[src/rtl/panel_io_pkg.sv]
// Shared constants for the front-panel input reader: channel count,
// read-word field layout and read FSM encoding.
package panel_io_pkg;

    localparam int NUM_CH   = 4;
    localparam int RISE_LSB = 0;
    localparam int FALL_LSB = RISE_LSB + NUM_CH;
    localparam int OVF_LSB  = FALL_LSB + NUM_CH;
    localparam int RD_W     = OVF_LSB + NUM_CH;

    typedef enum logic {
        ST_IDLE = 1'b0,
        ST_ACK  = 1'b1
    } rd_state_t;

endpackage

[src/rtl/input_debounce.sv]
// One front-panel channel: 2-flop synchronizer followed by a run-length
// debouncer that publishes a stable level plus edge strobes.
module input_debounce #(
    parameter int DEBOUNCE_CYCLES = 1000,
    parameter int CNT_W           = 16
) (
    input  logic clk,
    input  logic rst_n,
    input  logic pin,
    output logic level,
    output logic rise_pulse,
    output logic fall_pulse
);

    localparam logic [CNT_W-1:0] LAST = CNT_W'(DEBOUNCE_CYCLES - 1);

    logic             meta;
    logic             sync;
    logic [CNT_W-1:0] cnt;

    always_ff @(posedge clk) begin
        if (!rst_n) begin
            meta       <= 1'b0;
            sync       <= 1'b0;
            cnt        <= '0;
            level      <= 1'b0;
            rise_pulse <= 1'b0;
            fall_pulse <= 1'b0;
        end else begin
            meta       <= pin;
            sync       <= meta;
            rise_pulse <= 1'b0;
            fall_pulse <= 1'b0;
            // Any agreeing sample restarts the run, so only an unbroken
            // stretch of DEBOUNCE_CYCLES mismatches is accepted.
            if (sync == level) begin
                cnt <= '0;
            end else if (cnt < LAST) begin
                cnt <= cnt + 1'b1;
            end else begin
                cnt        <= '0;
                level      <= sync;
                rise_pulse <= sync;
                fall_pulse <= ~sync;
            end
        end
    end

endmodule

[src/rtl/panel_input_reader.sv]
// Four debounced front-panel inputs with sticky edge/overflow event bits
// that are read and cleared atomically through a req/ack handshake.
module panel_input_reader
    import panel_io_pkg::*;
#(
    parameter int DEBOUNCE_CYCLES = 1000,
    parameter int CNT_W           = 16
) (
    input  logic              clk,
    input  logic              rst_n,
    input  logic [NUM_CH-1:0] bnc_in,
    output logic [NUM_CH-1:0] level,
    output logic [NUM_CH-1:0] rise_pulse,
    output logic [NUM_CH-1:0] fall_pulse,
    input  logic              rd_req,
    output logic              rd_ack,
    output logic [RD_W-1:0]   rd_data
);

    for (genvar i = 0; i < NUM_CH; i++) begin : g_ch
        input_debounce #(
            .DEBOUNCE_CYCLES(DEBOUNCE_CYCLES),
            .CNT_W          (CNT_W)
        ) u_deb (
            .clk       (clk),
            .rst_n     (rst_n),
            .pin       (bnc_in[i]),
            .level     (level[i]),
            .rise_pulse(rise_pulse[i]),
            .fall_pulse(fall_pulse[i])
        );
    end

    rd_state_t         state;
    logic [NUM_CH-1:0] evt_rise;
    logic [NUM_CH-1:0] evt_fall;
    logic [NUM_CH-1:0] ovf;
    logic [NUM_CH-1:0] ovf_hit;
    logic [RD_W-1:0]   capture;

    // A pulse landing on an already-set event bit means an edge was lost.
    always_comb begin
        ovf_hit = (rise_pulse & evt_rise) | (fall_pulse & evt_fall);
        capture = '0;
        capture[RISE_LSB +: NUM_CH] = evt_rise | rise_pulse;
        capture[FALL_LSB +: NUM_CH] = evt_fall | fall_pulse;
        capture[OVF_LSB  +: NUM_CH] = ovf | ovf_hit;
    end

    always_ff @(posedge clk) begin
        if (!rst_n) begin
            state    <= ST_IDLE;
            rd_ack   <= 1'b0;
            rd_data  <= '0;
            evt_rise <= '0;
            evt_fall <= '0;
            ovf      <= '0;
        end else begin
            case (state)
                ST_IDLE: begin
                    if (rd_req) begin
                        // Capture and clear in the same edge so no pulse
                        // can fall between the snapshot and the clear.
                        rd_data  <= capture;
                        rd_ack   <= 1'b1;
                        evt_rise <= '0;
                        evt_fall <= '0;
                        ovf      <= '0;
                        state    <= ST_ACK;
                    end else begin
                        rd_ack   <= 1'b0;
                        evt_rise <= evt_rise | rise_pulse;
                        evt_fall <= evt_fall | fall_pulse;
                        ovf      <= ovf | ovf_hit;
                    end
                end
                ST_ACK: begin
                    rd_ack   <= 1'b0;
                    evt_rise <= evt_rise | rise_pulse;
                    evt_fall <= evt_fall | fall_pulse;
                    ovf      <= ovf | ovf_hit;
                    state    <= ST_IDLE;
                end
                default: begin
                    rd_ack <= 1'b0;
                    state  <= ST_IDLE;
                end
            endcase
        end
    end

endmodule

[config.mk]
export PLATFORM = sky130hd
export DESIGN_NAME = panel_input_reader
export DESIGN_NICKNAME = d
export VERILOG_FILES = /design/src/rtl/panel_io_pkg.sv /design/src/rtl/input_debounce.sv /design/src/rtl/panel_input_reader.sv
export SDC_FILE = /design/constraint.sdc
export NUM_CORES = 1
export LEC_CHECK = 0
export CAP_MARGIN = 20
export CORE_ASPECT_RATIO = 1.4
export CORE_MARGIN = 1.5
export CORE_UTILIZATION = 45
export DETAILED_ROUTE_END_ITERATION = 10
export DONT_BUFFER_PORTS = 1
export GPL_ROUTABILITY_DRIVEN = 0
export GPL_TIMING_DRIVEN = 0
export PLACE_DENSITY = 0.62
export SYNTH_ARGS = -nofsm -noshare
export SYNTH_HDL_FRONTEND = slang
export SYNTH_SLANG_ARGS = --single-unit
[constraint.sdc]
create_clock -name clk -period 1.8 [get_ports clk]
set_clock_uncertainty 0.1 [all_clocks]
set_input_delay 0.36 -clock clk [delete_from_list [all_inputs] [get_ports clk]]
set_output_delay 0.36 -clock clk [all_outputs]
set_load 0.01 [all_outputs]
---- Yosys cells after proc, flatten, opt, wreduce, memory -nomap -nowiden ----
Index checks and enable logic that the tools add are counted.
word-level totals
  memory bits (writable) .................. 0
  register bits after elaboration ......... 109
  bits of input ports ..................... 7
  output and inout bits ................... 25
  logic and storage cells ................. 82
  bits in latches ......................... 0
  bits in read-only memories .............. 0
  memories kept ........................... 0
cells by class
  bitwise gates (word level) .............. 20
  eq/ne operators ......................... 4
  reduce and logical (&&, ||, !) cells .... 13
  multiply operators ...................... 0
  shift-type cells ........................ 0
  add/subtract/negate cells ............... 4
  divide/modulo/power cells ............... 0
  multiplexer cells ....................... 8
  $lt $le $gt $ge ......................... 4
operators by type and width
  kind                                                   count
  adder 16 x 1 -> 16 bit (second input constant)         4
  < comparator 16 x 10 -> 1 bit (second input constant)  4
  case mux 4 bit (2 select lines)                        3
  OR reduction 3 bit                                     8
  bitwise OR 4 bit                                       4
  inverter 1 bit                                         14
  2-to-1 mux 4 bit                                       3
  AND reduction 2 bit                                    5
  bitwise AND 4 bit                                      2
  equality test 1 bit                                    4
  case mux 1 bit (2 select lines)                        1
  2-to-1 mux 1 bit                                       1

---- Depth between registers and ports, before layout ----
  depth after elaboration ................. 5
  depth in mapped cells ................... 5
  mapped depth without buffers ............ 5

---- Hierarchy ----
Synthesis repeated with hierarchy kept, for this count alone.
second synthesis, totals
  cells, all modules ...................... 350
  area, all modules ....................... 3762.4 um^2
by module, submodules not included
  module                              area an instance (um^2)  cells each  sequential area each (um^2)  instances
  input_debounce (g_ch[0].u_deb ...)  732.0                    67          420.4                        3
  panel_input_reader                  832.0                    81          500.5                        1
  input_debounce (g_ch[3].u_deb)      734.5                    68          420.4                        1

---- Worst setup path before layout ----
Ideal clock, no wire load.
  path type ............................... register to register
  from .................................... register g_ch[0].u_deb.cnt[11]
  to ...................................... register g_ch[0].u_deb.rise_pulse
  stages on the path, launching flop included .. 5
  library setup time ...................... 0.117 ns
  buffers on the path ..................... 0
  required time ........................... 1.583 ns
  clock period less this slack ............ 1.498 ns
  data arrival time ....................... 1.281 ns
  slack ................................... 0.302 ns
  path through ............................ dfxtp_1 or4_4 nor3_4 nand2_1 and4b_1
on the way
  cells in the longest elaborated chain, start to end .. 2
RTL lines
  element                              line                  RTL
  start, declared                      input_debounce.sv:19  logic [CNT_W-1:0] cnt;
  start signal, assigned               input_debounce.sv:39  cnt <= cnt + 1'b1;
  < comparator 16 x 10 -> 1 bit        input_debounce.sv:38  end else if (cnt < LAST) begin
  OR reduction 3 bit (no source line)  n/a
  end signal, assigned                 input_debounce.sv:43  rise_pulse <= sync;
  end, declared                        input_debounce.sv:11  output logic rise_pulse,
No other way between the ends.
A chain may end at the register's enable or synchronous reset.

---- Final worst setup path ----
  from .................................... register g_ch[3].u_deb.cnt[0]
  to ...................................... register g_ch[3].u_deb.rise_pulse
on the way
  cells in the longest elaborated chain, start to end .. 2
RTL lines
  element                              line
  start, declared                      input_debounce.sv:19
  start signal, assigned               input_debounce.sv:39
  < comparator 16 x 10 -> 1 bit        input_debounce.sv:38
  OR reduction 3 bit (no source line)  n/a
  end signal, assigned                 input_debounce.sv:43
  end, declared                        input_debounce.sv:11
No other way between the ends.

==> results.yml <==
run_status:
  status: "finished, final reports clean"
setup_path:
  rr_worst_depth: 5
  crit_required_ps: 1930
  crit_buf_inv: 0
  slowest_delay_ps: 330
  cp_slowest_cell: "dfxtp_1"
  cp.arrival_ps: 1720
  worstSetupPathType: "reg -> reg"
  worstPathCellList: "ha_1, a211o_1, nand3_1, nand2_1, and4b_1"
  cp-end-kind: "flop"
  rrSetupSlack_ps: 210
  crit_family: "simple AND/OR/NAND/NOR gates"
  crit_fanout: 4
  worst_setup_path_start_kind: "flop"
  r2r_end: "g_ch[3].u_deb.rise_pulse"
  timing.rr.start: "g_ch[3].u_deb.cnt[0]"
global_route:
  grt_antenna_before_repair: 0
  grt_usage: 0.142
  grt_max_degree: 17
  overflow: 0
  first_global_vias: 2290
  grt_first_pass_wirelength_um: 9790
power:
  clkPwrFrac: 0.406
  p_sw_frac: 0.203
  combinationalPowerShare: 0.020
  p_per_area_nw_per_um2: 1020
  power.switching_uw: 882
  p_leak_nw: 1.65
  power.internal_mw: 3.46
  peakVddDrop_v: 0.000841
  seqPwrFrac: 0.574
worst_hold_path:
  hold_path_end: "g_ch[0].u_deb.meta"
  holdPathStages: 1
  hold_start: "bnc_in[0]"
  hold_class: "in -> reg"
synthesis:
  synth_area_um2: 3790
  ys_seq_area_frac: 0.576
  synth_area_per_cell_um2: 10.4
  yosysTopAreaCellShare: 0.576
  synth_edf_count: 0
  ys_top_cells_by_area: "dfxtp_1, nor2_1, xor2_1"
  synth.largest_area_cell: "dfxtp_1"
  async_flop_share: 0
  ys_types: 29
  synthFlopType: "dfxtp_1"
  synth-seq-cells: 109
  syn-instance-count: 365
  ys_warn_count: 0
route:
  remaining_drc_errors: 0
  routedWlPerCell_um: 11.1
  num_vias: 2394
  wl_um: 5600
  ant_nets: 0
  first_pass_iters: 4
  avgViaCountPerCell: 4.74
  initialDrtViolationCount: 92
layout:
  antennaDiodeCount: 0
  layout.nets: 410
  layout-drive-gt1-share: 0.0968
  design_area_um2: 4270
  nFillCells: 752
  syn2layout_area_growth_pct: 12.7
cts:
  post_cts_buffers: 0
  htreeDepth: 3
  cts_tree: "done"
  clk_pin_slew_worst_paths_ps: 60
  cts_hold_buf: 0
  cts_resized: 0
  clk_path_buf_depth: 2
  clkSinkCount: 109
  insertion_delay_ps: 340
  cts-buffers-inserted: 9
  clockRootBuffer: "clkbuf_16"
timing:
  final-hold-violation-count: 0
  setup_viol: 0
  period_minus_slack_ps: 1590
  rsz0062_at_grt: "no"
  maxSlewViolCount: 0
  setup_tns_ps: 0
  timing.fmax_mhz: 629
  fin_ws_ps: 209
  post-route-period-util: 0.884
die:
  initial_core_util: 0.465
  die_width_um: 80.5
  row_count: 39
  core-area_um2: 8150
  die_h_um: 112
  ios: 32
  dieArea_um2: 8980
run:
  maxCapViolCount: 0
place:
  port_buffers: 0
  place_ws_ps: 198
  placed_area_um2: 4000
  dp_hpwl_um: 4000
## power by group through the flow
stage / Clock [mW] / Sequential [mW] / Combinational [mW]
after floorplan: 0 / 2.54 / 0.0715
after global placement: 0 / 2.55 / 0.0877
after detailed placement: 0 / 2.55 / 0.0878
after CTS: 1.83 / 2.49 / 0.0884
after global routing: 1.94 / 2.50 / 0.0995
final: 1.76 / 2.49 / 0.0876
## metrics by stage
step / utilization / power (mW) / hold slack, ps / instances
floorplan: - / 2.61 / 312 / 388
global placement: 0.491 / 2.63 / 318 / 490
detailed placement: 0.491 / 2.64 / 318 / 490
CTS: 0.524 / 4.41 / 29.8 / 505
global route: 0.524 / 4.54 / 31.3 / 505
finish: 0.524 / 4.34 / 42.1 / 505
## logic make-up after synthesis
family          count (synthesis)  synth area share
simple gates                  166             0.245
flops                         109             0.576
xor+xnor                       35            0.0810
buf+inv                        25            0.0370
compound gates                 21            0.0357
fa+ha+maj                       4            0.0132
mux                             4            0.0106
other cells                     1          0.000990
## worst max-delay path by stage
stage / start / end / slack, ps / cells after the start
3_3_place_gp: g_ch[3].u_deb.cnt[0] / g_ch[3].u_deb.rise_pulse / 220 / 5
4_1_cts: g_ch[3].u_deb.cnt[0] / g_ch[3].u_deb.rise_pulse / 180 / 5
2_1_floorplan: g_ch[0].u_deb.cnt[11] / g_ch[0].u_deb.rise_pulse / 300 / 4
5_1_grt: g_ch[0].u_deb.cnt[11] / g_ch[0].u_deb.cnt[2] / 110 / 4
6_report: g_ch[3].u_deb.cnt[0] / g_ch[3].u_deb.rise_pulse / 210 / 5
3_5_place_dp: g_ch[3].u_deb.cnt[0] / g_ch[3].u_deb.rise_pulse / 200 / 5
## placed cells by master, fill, tap and decap left out
master	netlist	routed
a211o_1	4	4
nand4_4	4	4
nand3_1	14	14
buf_4	12	12
mux2i_1	4	4
nor4_1	1	1
and4b_1	8	8
and2_1	11	11
nand3b_1	1	1
a221oi_1	4	4
clkinv_2	0	2
clkbuf_1	6	7
and4_1	4	4
nand2_1	35	35
o21ai_0	12	12
nor3_4	4	4
nor3_1	3	3
xnor2_1	15	15
conb_1	1	24
buf_2	1	1
clkbuf_8	0	1
and3_1	5	5
inv_1	6	6
nand2b_1	1	1
clkinvlp_4	0	2
or4_4	4	4
dfxtp_1	109	109
nand4_1	6	6
a21oi_1	1	1
nor2_1	65	65
clkbuf_16	0	9
xor2_1	20	20
ha_1	4	4
## sequential cells by signal (all words and copies together), names as in the netlist
| register | flops |
|---|---|
| evt_fall | 4 |
| evt_rise | 4 |
| g_ch.u_deb.cnt | 64 |
| g_ch.u_deb.fall_pulse | 4 |
| g_ch.u_deb.level | 4 |
| g_ch.u_deb.meta | 4 |
| g_ch.u_deb.rise_pulse | 4 |
| g_ch.u_deb.sync | 4 |
| ovf | 4 |
| rd_data | 12 |
| state | 1 |
## synthesized netlist by cell type, types with 5 or more instances
cell type and number:
buf_4 12, nor2_1 65, and4b_1 8, nand4_1 6
nand2_1 35, xor2_1 20, clkbuf_1 6, xnor2_1 15
and3_1 5, and2_1 11, o21ai_0 12, dfxtp_1 109
inv_1 6, nand3_1 14
## worst register-to-register path, cell delays in order, from the launching register on
cell and delay (ps):
dfxtp_1 330, ha_1 240, a211o_1 310, nand3_1 150
nand2_1 120, and4b_1 240
## final cells by class
class	count	area, µm²	share of cell area
inverter	6	22.5	0.00528
clock buffer	11	243	0.0569
buffer	19	118	0.0276
tap	102	128	0.0299
clock inverter	4	25.0	0.00586
sequential	109	2180	0.511
multi-input combinational	254	1550	0.363
## routing by layer
layer / up-vias / global-route usage / part of all wire / wire [µm]
li1: 1255 / - / - / -
met1: 1091 / 0.160 / 0.46 / 2580
met2: 40 / 0.232 / 0.48 / 2670
met3: 8 / 0.0549 / 0.043 / 243
met4: 0 / 0.0655 / 0.021 / 115
met5: - / 0 / 0 / 0
No activity file was read; power rests on OpenSTA's default activity.
